File: config.mk
export PLATFORM = sky130hd
export DESIGN_NAME = capture_sink
export DESIGN_NICKNAME = d
export VERILOG_FILES = /design/src/rtl/capture_pkg.sv /design/src/rtl/capture_seq_check.sv /design/src/rtl/capture_sink.sv
export SDC_FILE = /design/constraint.sdc
export NUM_CORES = 1
export LEC_CHECK = 0
export CAP_MARGIN = 20
export CORE_MARGIN = 2
export CORE_UTILIZATION = 50
export CTS_BUF_LIST = sky130_fd_sc_hd__clkbuf_4
export CTS_CLUSTER_SIZE = 16
export DETAILED_ROUTE_END_ITERATION = 16
export GPL_TIMING_DRIVEN = 0
export PLACE_DENSITY = 0.75
export SLEW_MARGIN = 0
export SYNTH_ARGS = -nofsm -noshare
export SYNTH_HDL_FRONTEND = slang
export SYNTH_SLANG_ARGS = --single-unit
export TNS_END_PERCENT = 10
File: constraint.sdc
create_clock -name dclk -period 4.2 [get_ports dclk]
set_clock_uncertainty 0.2 [all_clocks]
set_input_delay 0.42 -clock dclk [delete_from_list [all_inputs] [get_ports dclk]]
set_output_delay 0.42 -clock dclk [all_outputs]
set_load 0.01 [all_outputs]
File: src/rtl/capture_pkg.sv
// capture_pkg: state type, widths and default run length shared by the capture sink files.
package capture_pkg;
  localparam int SAMPLE_W = 16;
  localparam int WORD_W = 32;
  localparam int CNT_W = 15;
  localparam int MAX_SAMPLES_DEF = 16384;
  typedef enum logic [1:0] {IDLE, CAPTURE, FLUSH, DONE} cap_state_t;
endpackage

File: src/rtl/capture_seq_check.sv
// capture_seq_check: sticky flag for accepted samples that break the +1 ramp (0xFFFF->0x0000 wrap is legal).
module capture_seq_check
  import capture_pkg::*;
(
  input  logic                dclk,
  input  logic                rst_n,
  input  logic                clear,
  input  logic                first,
  input  logic                valid,
  input  logic [SAMPLE_W-1:0] data,
  output logic                seq_err
);
  logic [SAMPLE_W-1:0] expected;
  always_ff @(posedge dclk or negedge rst_n)
    if (!rst_n) begin
      expected <= '0;
      seq_err <= 1'b0;
    end else if (clear) begin
      expected <= '0;
      seq_err <= 1'b0;
    end else if (valid) begin
      expected <= data + 1'b1;
      if (!first && data != expected) seq_err <= 1'b1;
    end
endmodule

File: src/rtl/capture_sink.sv
// capture_sink: packs 16-bit sample pairs into 32-bit FIFO words, with completion and overflow status.
// Optional sequence checker compiled in with CAPTURE_SEQ_CHECK_EN.
module capture_sink
  import capture_pkg::*;
#(
  parameter int MAX_SAMPLES = MAX_SAMPLES_DEF
) (
  input  logic                dclk,
  input  logic                rst_n,
  input  logic                arm,
  input  logic                dv,
  input  logic [SAMPLE_W-1:0] data,
  input  logic                fifo_full,
  output logic                fifo_wr_en,
  output logic [WORD_W-1:0]   fifo_din,
  output logic                capture_done,
  output logic [CNT_W-1:0]    sample_count,
  output logic                overflow,
  output logic                seq_err
);
  localparam logic [CNT_W-1:0] MAX_CNT = CNT_W'(MAX_SAMPLES);
  cap_state_t state, state_nxt;
  logic [SAMPLE_W-1:0] lo;
  logic [WORD_W-1:0] word;
  logic wr_pend, at_max, accept, complete, rearm, flush_wr;
  always_comb begin
    at_max = sample_count == MAX_CNT;
    accept = dv && (state == IDLE || (state == CAPTURE && !at_max));
    // an odd count means the low half is already held, so this sample closes a word
    complete = accept && state == CAPTURE && sample_count[0];
    rearm = arm && state == DONE;
    flush_wr = state == FLUSH && !fifo_full;
    state_nxt = state == IDLE    ? (dv ? CAPTURE : IDLE)
              : state == CAPTURE ? ((!dv || at_max) ? (sample_count[0] ? FLUSH : DONE) : CAPTURE)
              : state == FLUSH   ? DONE
              : (arm ? IDLE : DONE);
  end
  always_ff @(posedge dclk or negedge rst_n)
    if (!rst_n) begin
      state <= IDLE;
      lo <= '0;
      word <= '0;
      wr_pend <= 1'b0;
      fifo_wr_en <= 1'b0;
      fifo_din <= '0;
      capture_done <= 1'b0;
      sample_count <= '0;
      overflow <= 1'b0;
    end else begin
      state <= state_nxt;
      wr_pend <= complete && !fifo_full;
      fifo_wr_en <= wr_pend || flush_wr;
      capture_done <= state == DONE && state_nxt == DONE;
      if (complete) word <= {data, lo};
      if (wr_pend) fifo_din <= word;
      else if (flush_wr) fifo_din <= {{(WORD_W-SAMPLE_W){1'b0}}, lo};
      if (rearm) begin
        sample_count <= '0;
        overflow <= 1'b0;
        lo <= '0;
      end else begin
        if (accept) sample_count <= sample_count + 1'b1;
        if (accept && !sample_count[0]) lo <= data;
        if ((complete || state == FLUSH) && fifo_full) overflow <= 1'b1;
      end
    end
`ifdef CAPTURE_SEQ_CHECK_EN
  capture_seq_check u_seq (
    .dclk    (dclk),
    .rst_n   (rst_n),
    .clear   (rearm),
    .first   (state == IDLE),
    .valid   (accept),
    .data    (data),
    .seq_err (seq_err)
  );
`else
  assign seq_err = 1'b0;
`endif
endmodule

Word-level counts from Yosys, hierarchy flattened
Cells that the tools add are included.
{"block": "op_classes", "n_addsub": 1, "eq_ne": 5, "mux": 15, "n_reduce_logical": 23}
{"op": "$mux W32", "count": 2}
{"op": "$mux W16", "count": 2}
{"op": "$mux W15", "count": 2}
{"op": "$add A15 B1 Y15 const B", "count": 1}
{"op": "$eq A15 B15 Y1 const B", "count": 1}
{"op": "$logic_and A1 B1 Y1", "count": 10}
{"op": "$mux W2", "count": 5}
{"op": "$reduce_bool A2 Y1", "count": 4}
{"op": "$eq A2 B2 Y1 const B", "count": 3}
{"op": "$logic_not A1 Y1", "count": 4}
{"op": "$logic_or A1 B1 Y1", "count": 4}
{"op": "$mux W1", "count": 4}
{"op": "$eq A2 B1 Y1 const B", "count": 1}
{"op": "$logic_not A2 Y1", "count": 1}
{"block": "totals", "ff_bits": 101, "out_inout_bits": 51}

Logic depth before layout (Yosys ltp)
{"block": "depth", "ltp_word": 11, "mapped_depth": 7, "mapped_depth_nobuf": 6}

Least setup slack after synthesis
Ideal clock, no wire load.
{"block": "synth_path", "path_type": "register to register", "from": "register sample_count[0]", "to": "register word[10]", "setup_time_ps": 125, "arrival_time_ps": 1722, "required_time_ps": 3875, "setup_slack_ps": 2153, "stages_incl_launch_ff": 7, "path_buffers": 1, "path_cell_list": "dfrtp_1 -> inv_1 -> ha_1 -> nor4b_4 -> a41oi_4 -> buf_6 -> mux2_4"}
{"block": "synth_via", "elab_chain_cells": 7}
{"item": "start, declared", "line_no": "capture_sink.sv:17", "text": "output logic [CNT_W-1:0] sample_count,"}
{"item": "start signal, assigned", "line_no": "capture_sink.sv:62", "text": "if (accept) sample_count <= sample_count + 1'b1;"}
{"item": "$eq A15 B15 Y1", "line_no": "capture_sink.sv:27", "text": "at_max = sample_count == MAX_CNT;"}
{"item": "$logic_not A1 Y1", "line_no": "capture_sink.sv:28", "text": "accept = dv && (state == IDLE || (state == CAPTURE && !at_max));"}
{"item": "$logic_and A1 B1 Y1", "line_no": "capture_sink.sv:28"}
{"item": "$logic_or A1 B1 Y1", "line_no": "capture_sink.sv:28"}
{"item": "$logic_and A1 B1 Y1", "line_no": "capture_sink.sv:28"}
{"item": "$logic_and A1 B1 Y1", "line_no": "capture_sink.sv:30", "text": "complete = accept && state == CAPTURE && sample_count[0];"}
{"item": "$logic_and A1 B1 Y1 (*)", "line_no": "capture_sink.sv:30"}
{"item": "end signal, assigned", "line_no": "capture_sink.sv:54", "text": "if (complete) word <= {data, lo};"}
{"item": "end, declared", "line_no": "capture_sink.sv:24", "text": "logic [WORD_W-1:0] word;"}
Every way passes the cells marked *; elsewhere a longest branch is shown, timed or not.
A chain may end at the register's enable or synchronous reset.

Worst setup path in the final report
{"block": "layout_path", "from": "register sample_count[0]", "to": "register lo[7]"}
{"block": "layout_via", "elab_chain_cells": 7}
{"item": "$eq A15 B15 Y1", "line_no": "capture_sink.sv:27"}
{"item": "$logic_not A1 Y1", "line_no": "capture_sink.sv:28"}
{"item": "$logic_and A1 B1 Y1", "line_no": "capture_sink.sv:28"}
{"item": "$logic_or A1 B1 Y1", "line_no": "capture_sink.sv:28"}
{"item": "$logic_and A1 B1 Y1", "line_no": "capture_sink.sv:28"}
{"item": "$logic_and A1 B1 Y1 (*)", "line_no": "capture_sink.sv:63", "text": "if (accept && !sample_count[0]) lo <= data;"}
{"item": "$reduce_bool A2 Y1 (no line) (*)"}
{"item": "end signal, assigned", "line_no": "capture_sink.sv:63"}
{"item": "end, declared", "line_no": "capture_sink.sv:23", "text": "logic [SAMPLE_W-1:0] lo;"}
Marks and branches as above.

==> out/summary.txt <==
outcome -> finished, final reports clean
Syn-to-layout area delta -> 22.7%
HP Class -> in2async
Syn. warnings -> 0
flops & latches, synth -> 101
vias -> 2992
cell area power density -> 616 nW/µm²
vias in the first global route -> 3164
CP delay by family, top -> simple AND/OR/NAND/NOR gates
first-pass GRT wire length -> 15800 µm
layout cells sized above 1 -> 14.5%
largest stage delay on the critical path -> 0.51 ns
Core ar. -> 8640 µm²
Synth area leader -> dfrtp_1
Post-CTS Hold Fix Bufs -> 1
crit path kind -> reg2reg
CTS tree -> built
startpoint types -> flop
Syn Inst Count -> 353
endpoints failing hold -> 0
fin. max-slew vios -> 0
Crit-path slowest cell -> dfrtp_1
starting DRC count in detailed routing -> 137
Layout Utilization -> 62.9%
1st-pass router iterations -> 4
top cells by area, synth -> dfrtp_1, mux2_4, mux2i_1, nand2_1, a22o_1
Syn Area/Cell -> 12.5 µm²
FP Rows -> 34
grt ovf -> 0
Via density -> 5.46
Worst EP required -> 4.34 ns
clock root buffer -> clkbuf_4
Worst-Margin Slew -> 0.791 ns
post-detail-place hpwl -> 6450 µm
largest net degree at the start of global routing -> 62
initial core utilization -> 51.2%
Buf/Inv on CP -> 2
Mapped Area -> 4430 µm²
Synth top area share -> 57.1%
Post-CTS Resized -> 0
switching share of power -> 32.6%
DIE HEIGHT -> 98.1 µm
max cap viols -> 0
f_max -> 415 MHz
Critical Path Sink Type -> flop
Antenna Nets Post-Route -> 0
Synth Net Count -> 376
maximum clock path buffer count -> 2
worst path cell trace -> inv_1, ha_1, nor4b_4, nand4_2, nand3_2, buf_6, mux2i_1
DIE AREA -> 9620 µm²
worst-path maximum fanout -> 10
Die X -> 98.1 µm
Seq pwr share -> 47.7%
multi-input logic area -> 1710 µm²
filler instances -> 717
Reg area -> 2530 µm²
Synth cell types -> 37
residual DRC count -> 0
initial antenna violation count -> 0
Setup violations, final -> 0
GRT Overall Usage -> 20.7%
Int Power -> 2250 µW
Clock Latency Late Sink -> 0.43 ns
Tot Pwr -> 3340 µW
post-CTS setup buffer count -> 0
GP Congestion -> 0.830
leak pwr -> 0.00253 µW
final wirelength -> 9390 µm
CTS Sinks -> 101
RSZ-0062 raised after global routing -> false
H-tree Lvls -> 3
Inserted Clock Buffers -> 9
DR WL/cell -> 17.1 µm
Gate power share -> 37.6%
Port Buf Inserts -> 70
clock share of power -> 14.7%
arrival time at the worst endpoint -> 2.54 ns
Final nets -> 459
Clock transition at path regs -> 0.14 ns
sequential share of the synthesized area -> 57.1%
Peak supply drop -> 275 µV
Max transition margin -> 47.2%
Net Switching -> 1090 µW
diodes inserted -> 0
post-route minimum period -> 2.41 ns
io pins -> 72
final worst path period share -> 57.3%
[stage by stage]
| stage | setup slack (ns) | TNS, ns | hold WS, ns | instances | area (µm²) |
|---|---|---|---|---|---|
| 2_1_floorplan | 2.15 | 0 | -0.0756 | 353 | 4430 |
| 3_3_place_gp | -1.19 | -119.12 | 0.264 | 531 | 5260 |
| 3_5_place_dp | 1.73 | 0 | 0.239 | 532 | 5290 |
| 4_1_cts | 1.77 | 0 | 0.310 | 548 | 5430 |
| 5_1_grt | 1.64 | 0 | 0.322 | 548 | 5430 |
| 6_report | 1.79 | 0 | 0.306 | 548 | 5430 |
[final cells by class]
cell class	count	share of cell area, %
clock inverter	4	0.922
clock buffer	11	1.52
tap	108	2.49
inverter	23	1.59
timing repair buffer	72	13.6
buffer	18	1.91
multi-input combinational	211	31.5
sequential	101	46.6
[power groups by stage]
stage          Sequential (µW)  Combinational [µW]  Clock, µW
2_1_floorplan             1620                 691          0
3_3_place_gp              1590                1230          0
3_5_place_dp              1610                1260          0
4_1_cts                   1600                1280        501
5_1_grt                   1650                1360        547
6_report                  1600                1260        490
[cells by family (layout without fill, tap and decap cells)]
family	Yosys count	in the layout	share of synthesized area, %
AO/OA/AOI/OAI	42	42	6.87
XOR/XNOR	9	9	1.78
adder cells (fa/ha/maj)	2	2	0.565
buffers and inverters	41	128	4.30
flip-flops	101	101	57.1
multiplexers	68	68	18.7
other	1	1	0.0847
AND/OR/NAND/NOR	89	89	10.6
[final timing paths]
check / startpoint / to / slack [ns] / cells after the start
worst max-delay path: sample_count[0]$_DFFE_PN0P_ / lo[7]$_DFFE_PN0P_ / 1.79 / 7
min in group dclk: fifo_din[9]$_DFFE_PN0P_ / fifo_din[9]$_DFFE_PN0P_ / 0.31 / 2
worst max register to register: sample_count[0]$_DFFE_PN0P_ / lo[7]$_DFFE_PN0P_ / 1.79 / 7
max in group asynchronous: rst_n / sample_count[14]$_DFFE_PN0P_ / 2.80 / 3
worst min register to register: fifo_din[9]$_DFFE_PN0P_ / fifo_din[9]$_DFFE_PN0P_ / 0.31 / 2
worst min-delay path: rst_n / fifo_din[23]$_DFFE_PN0P_ / 0.31 / 2
[worst register-to-register path: cells and delay by family (launching register included)]
| family | cells | cell delay, ns |
|---|---|---|
| buffers and inverters | 2 | 0.38 |
| flip-flops | 1 | 0.51 |
| adder cells (fa/ha/maj) | 1 | 0.17 |
| multiplexers | 1 | 0.24 |
| AND/OR/NAND/NOR | 3 | 0.84 |
[state kept, by name, indices dropped and copies added, names as in the netlist]
signal / flops
wr_pend: 1
lo: 16
fifo_wr_en: 1
sample_count: 15
capture_done: 1
word: 32
overflow: 1
fifo_din: 32
state: 2
[cells in the final DEF, fill, tap and decap left out, types with 3 or more instances in the layout]
cell type | synthesis | layout
nor2_1 | 18 | 18
mux2_2 | 5 | 5
nand4_1 | 6 | 6
nor3_1 | 4 | 4
dfrtp_1 | 101 | 101
inv_1 | 23 | 23
xnor2_1 | 7 | 7
buf_6 | 4 | 4
clkbuf_4 | 0 | 11
a21oi_1 | 4 | 4
mux2i_1 | 35 | 35
clkdlybuf4s50_1 | 0 | 69
nor2b_1 | 3 | 3
nand3_1 | 5 | 5
clkbuf_1 | 10 | 10
mux2_4 | 28 | 28
o21ai_0 | 16 | 16
nand2_1 | 39 | 39
a22o_1 | 16 | 16
[synth_stat cells]
master	n
a21oi_1	4
a221oi_1	1
a22o_1	16
a31o_2	2
a41oi_4	1
and2_1	1
and3_1	2
and3b_1	1
buf_1	1
buf_2	2
buf_4	1
buf_6	4
clkbuf_1	10
conb_1	1
dfrtp_1	101
ha_1	2
inv_1	23
mux2_2	5
mux2_4	28
mux2i_1	35
nand2_1	39
nand3_1	5
nand3_2	1
nand3b_1	1
nand4_1	6
nand4_2	1
nand4b_1	2
nor2_1	18
nor2b_1	3
nor3_1	4
nor4_1	2
nor4_4	2
nor4b_4	1
o21ai_0	16
o21ai_1	2
xnor2_1	7
xor2_1	2
[layer usage]
layer  GRT usage [%]  vias to the layer above  part of all wire, %
li1                -                     1379                    -
met1            28.9                     1524                   45
met2            33.5                       85                   50
met3            5.08                        4                  4.9
met4            3.85                        0                 0.39
met5               0                        -                    0
Note: power is estimated with default switching activity, not from simulation.
==> variant 1, RTL diff (config.mk and constraints unchanged) <==
The package constant `CNT_W` goes from 15 to 30.
--- a/src/rtl/capture_pkg.sv
+++ b/src/rtl/capture_pkg.sv
@@ -4,3 +4,3 @@
   localparam int WORD_W = 32;
-  localparam int CNT_W = 15;
+  localparam int CNT_W = 30;
   localparam int MAX_SAMPLES_DEF = 16384;
Ports: changed (resized sample_count); port bits go from 72 to 87. No check against the original RTL was run, so the function may have changed too.
==> variant 1 against the unedited design <==
  * Worst setup slack worse by 0.74 ns
  * Sequential power is 8% higher
  * Area after synthesis is 17% higher
  * Final area is 21% higher
  * Largest cell class unchanged
  * Routed wire length is 25% higher
  * Total power is 16% higher
  * Sequential cell count is 15 higher
  * Final cell count is 30% higher
  * Fmax is 24% lower
  * Count of clock-buffer cells in the layout is 7 higher
  * Highest routed layer unchanged
  * Die area is 16% higher
==> variant 1: results (changes against the unedited design) <==
* Post-synthesis adder-cell area fraction at 0.4839% (-0.082 points)
* DR vias/cell at 5.525 (+1.2%)
* Placer Congestion at 0.8721 (+5.1%)
* First-pass GRT wire length at 19.73 mm (+25%)
* Largest net degree at the start of global routing at 73 (+18%)
* Reg2Reg Setup Slack at 1.05 ns (-0.74 ns)
* Top area cells in the synthesized netlist: dfrtp_1 56%, mux2i_1 7.4%, mux2_2 7.2%
* Clk slew on worst S/H paths at 0.11 ns (-0.03 ns)
* Met3 Wirelength at 620 um (+36%)
* Biggest regs: fifo_din: 32 flops, word: 32 flops, sample_count: 30 flops
* Pre-antenna DRT Iters at 5 (+1)
* Synth Area in Compound Gates at 10.33% (+3.5 points)
* Filler Cell Count at 801 (+12%)
* Slowest cell on crit path: o21ai_1
* Most common library cells after synthesis: 116 x dfrtp_1, 50 x nand2_1, 38 x mux2i_1
* IO Port Bufs at 85 (+21%)
* Worst Setup EP: word[14]
* Leak at 2.946 nW (+17%)
* DR iter-0 viols at 293 (+110%)
* Mux share of post-synthesis cell area at 14.54% (-4.1 points)
* Outcome: completed
* All-layer global routing usage at 22.51% (+1.8 points)
* Wire per inst at 16.44 um (-4.1%)
* Crit path largest cell delay at 0.61 ns (+0.10 ns)
* Worst-skew pair later-pin latency at 0.49 ns (+0.06 ns)
* Met3 usage at 4.762% (-0.32 points)
* Number of global-route vias before repair at 3,906 (+23%)
* Seq. pwr at 1.73 mW (+8%)
* Htree depth at 4 (+1)
* Grt met1 use at 31.87% (+2.9 points)
* Synth cell types at 45 (+22%)
* Met2 Use GR at 35.21% (+1.8 points)
* CTS Buf Count at 17 (+8)
* Post-Synth XOR/XNOR Area at 0.5081% (-1.3 points)
* Worst path arrival time at 3.32 ns (+0.78 ns)
==> variant 1: layout make-up <==
type / count / area [um^2] / area share (%)
buffer: 26 / 117.6 / 1.797
clock buffer: 18 / 135.1 / 2.065
clock inverter: 13 / 182.7 / 2.791
inverter: 24 / 90.09 / 1.376
multi-input combinational: 294 / 2061 / 31.49
sequential: 116 / 2903 / 44.35
tap: 136 / 170.2 / 2.600
timing repair buffer: 87 / 885.9 / 13.53
==> variant 1: metrics by stage <==
step / util (%) / TNS [ns] / instance area, um^2 / std cells / setup slack, ns
2_1_floorplan: - / 0 / 5171 / 460 / 1.754
3_3_place_gp: 60.80 / -209.18 / 6192 / 681 / -1.811
3_5_place_dp: 61.04 / 0 / 6217 / 682 / 1.144
4_1_cts: 64.26 / 0 / 6545 / 714 / 1.106
5_1_grt: 64.26 / 0 / 6545 / 714 / 0.9446
6_report: 64.26 / 0 / 6545 / 714 / 1.053
==> variant 2, RTL diff (config.mk and constraints unchanged) <==
Without the edit above. Reset style: synchronous (`rst_n`), changed in one clocked block.
--- a/src/rtl/capture_sink.sv
+++ b/src/rtl/capture_sink.sv
@@ -37,3 +37,3 @@
   end
-  always_ff @(posedge dclk or negedge rst_n)
+  always_ff @(posedge dclk)
     if (!rst_n) begin
Check against the original RTL: differs if rst_n is asserted again (counterexample within 4 cycles, from zero or initial values and one cycle with rst_n low); with rst_n held inactive, the same outputs for 10 cycles.
==> variant 2 against the unedited design <==
  * Core utilization increased by 0.14 points
  * Sequential share of layout area decreased by 7.3 points
  * Sequential cell count stayed put
  * Fmax shrank 0.43%
  * Global-route usage is 1.7 points higher
  * Area after synthesis is 5.4% lower
  * Worst setup slack got worse by 0.010 ns
  * Non-clock buffer count rose by 15
  * Routed wire length increased by 5.8%
  * Highest routed layer unchanged
  * Final area shrank 5.1%
Power is not compared: it rests on default switching activity, and its combinational part moved more than twofold at a synthesized area within 25%.
==> variant 2: results (changes against the unedited design) <==
* Outcome: completed
* Largest net degree at the start of global routing at 20 (-68%)
* Crit path largest cell delay at 0.45 ns (-0.06 ns)
* Post-Route WL at 9.941 mm (+5.8%)
* Post-Synth XOR/XNOR Area at 1.883% (+0.10 points)
* Top area cells in the synthesized netlist: dfxtp_1 48%, mux2i_1 11%, nand2_1 8.1%
* Synth cell types at 43 (+16%)
* Nets at 557 (+21%)
* Number of global-route vias before repair at 3,387 (+7.0%)
* Final Hold Slack at 0.2729 ns (-0.03289 ns)
* DR iter-0 viols at 196 (+43%)
* First-pass GRT wire length at 15.93 mm (+0.57%)
* Most common library cells after synthesis: 101 x dfxtp_1, 90 x nand2_1, 48 x mux2i_1
* Mux share of post-synthesis cell area at 11.48% (-7.2 points)
* RR Startpoint: sample_count[0]
* Asr flop ratio synth at 0% (-100 points)
* Dpl cell area at 5019 um^2 (-5.1%)
* Post-synthesis adder-cell area fraction at 0.5977% (+0.032 points)
* Synth Area in Compound Gates at 13.03% (+6.2 points)
* Post-place setup slack at 1.544 ns (-0.1815 ns)
* HPWL after DPL at 7.353 mm (+14%)
* Worst reg2reg path endpoint: lo[7]
* Clk slew on worst S/H paths at 0.18 ns (+0.04 ns)
* Slowest cell on crit path: nand4_1
* All-layer global routing usage at 22.42% (+1.7 points)
* Flip-flop and latch area at 2022 um^2 (-20%)
==> variant 2: cell families (layout without fill, tap and decap cells) <==
family	after synthesis	in the layout
XOR/XNOR	9	9
AND/OR/NAND/NOR	174	174
AO/OA/AOI/OAI	81	81
other	1	1
buffers and inverters	37	123
flip-flops	101	101
adder cells (fa/ha/maj)	2	2
multiplexers	48	48
==> variant 2: power by group <==
part	switching (mW)	internal (mW)
clock network	0.361	0.137
registers	0.0192	0.984
logic	0.0878	0.0730
==> variant 2: metrics by stage <==
| stage | instances | power [mW] |
|---|---|---|
| finish | 644 | 1.661 |
| global route | 644 | 1.724 |
| CTS | 644 | 1.671 |
| detailed placement | 628 | 1.183 |
| global placement | 628 | 1.179 |
| floorplan | 453 | 1.110 |
==> variant 2: layout make-up <==
cell class / instances / share of cell area [%]
sequential: 101 / 39.25
clock buffer: 9 / 1.312
inverter: 2 / 0.1457
clock inverter: 7 / 1.263
multi-input combinational: 315 / 38.57
buffer: 35 / 3.303
timing repair buffer: 70 / 13.60
tap: 105 / 2.550
==> variant 2: tightest hold or removal path, delay by kind of cell (launching register included) <==
kind | cells | cell delay (ns)
flip-flops | 1 | 0.34
multiplexers | 1 | 0.05
AND/OR/NAND/NOR | 1 | 0.05
==> variant 2: worst max-delay path by stage <==
stage,from,end,slack (ns),cells past startpoint
finish,sample_count[0],lo[7],1.78,7
global route,sample_count[0],lo[11],1.57,7
CTS,sample_count[0],lo[7],1.82,7
detailed placement,rst_n,fifo_din[7],1.54,5
global placement,rst_n,fifo_din[7],1.62,5
floorplan,sample_count[0],lo[10],2.23,7
==> variant 2: per-layer routing <==
layer	part of all wire (%)	GRT usage, %	up-vias
met5	0	0	-
met4	1.4	5.952	0
met3	4.5	6.166	13
met2	48	36.97	85
met1	46	29.05	1691
li1	-	-	1743
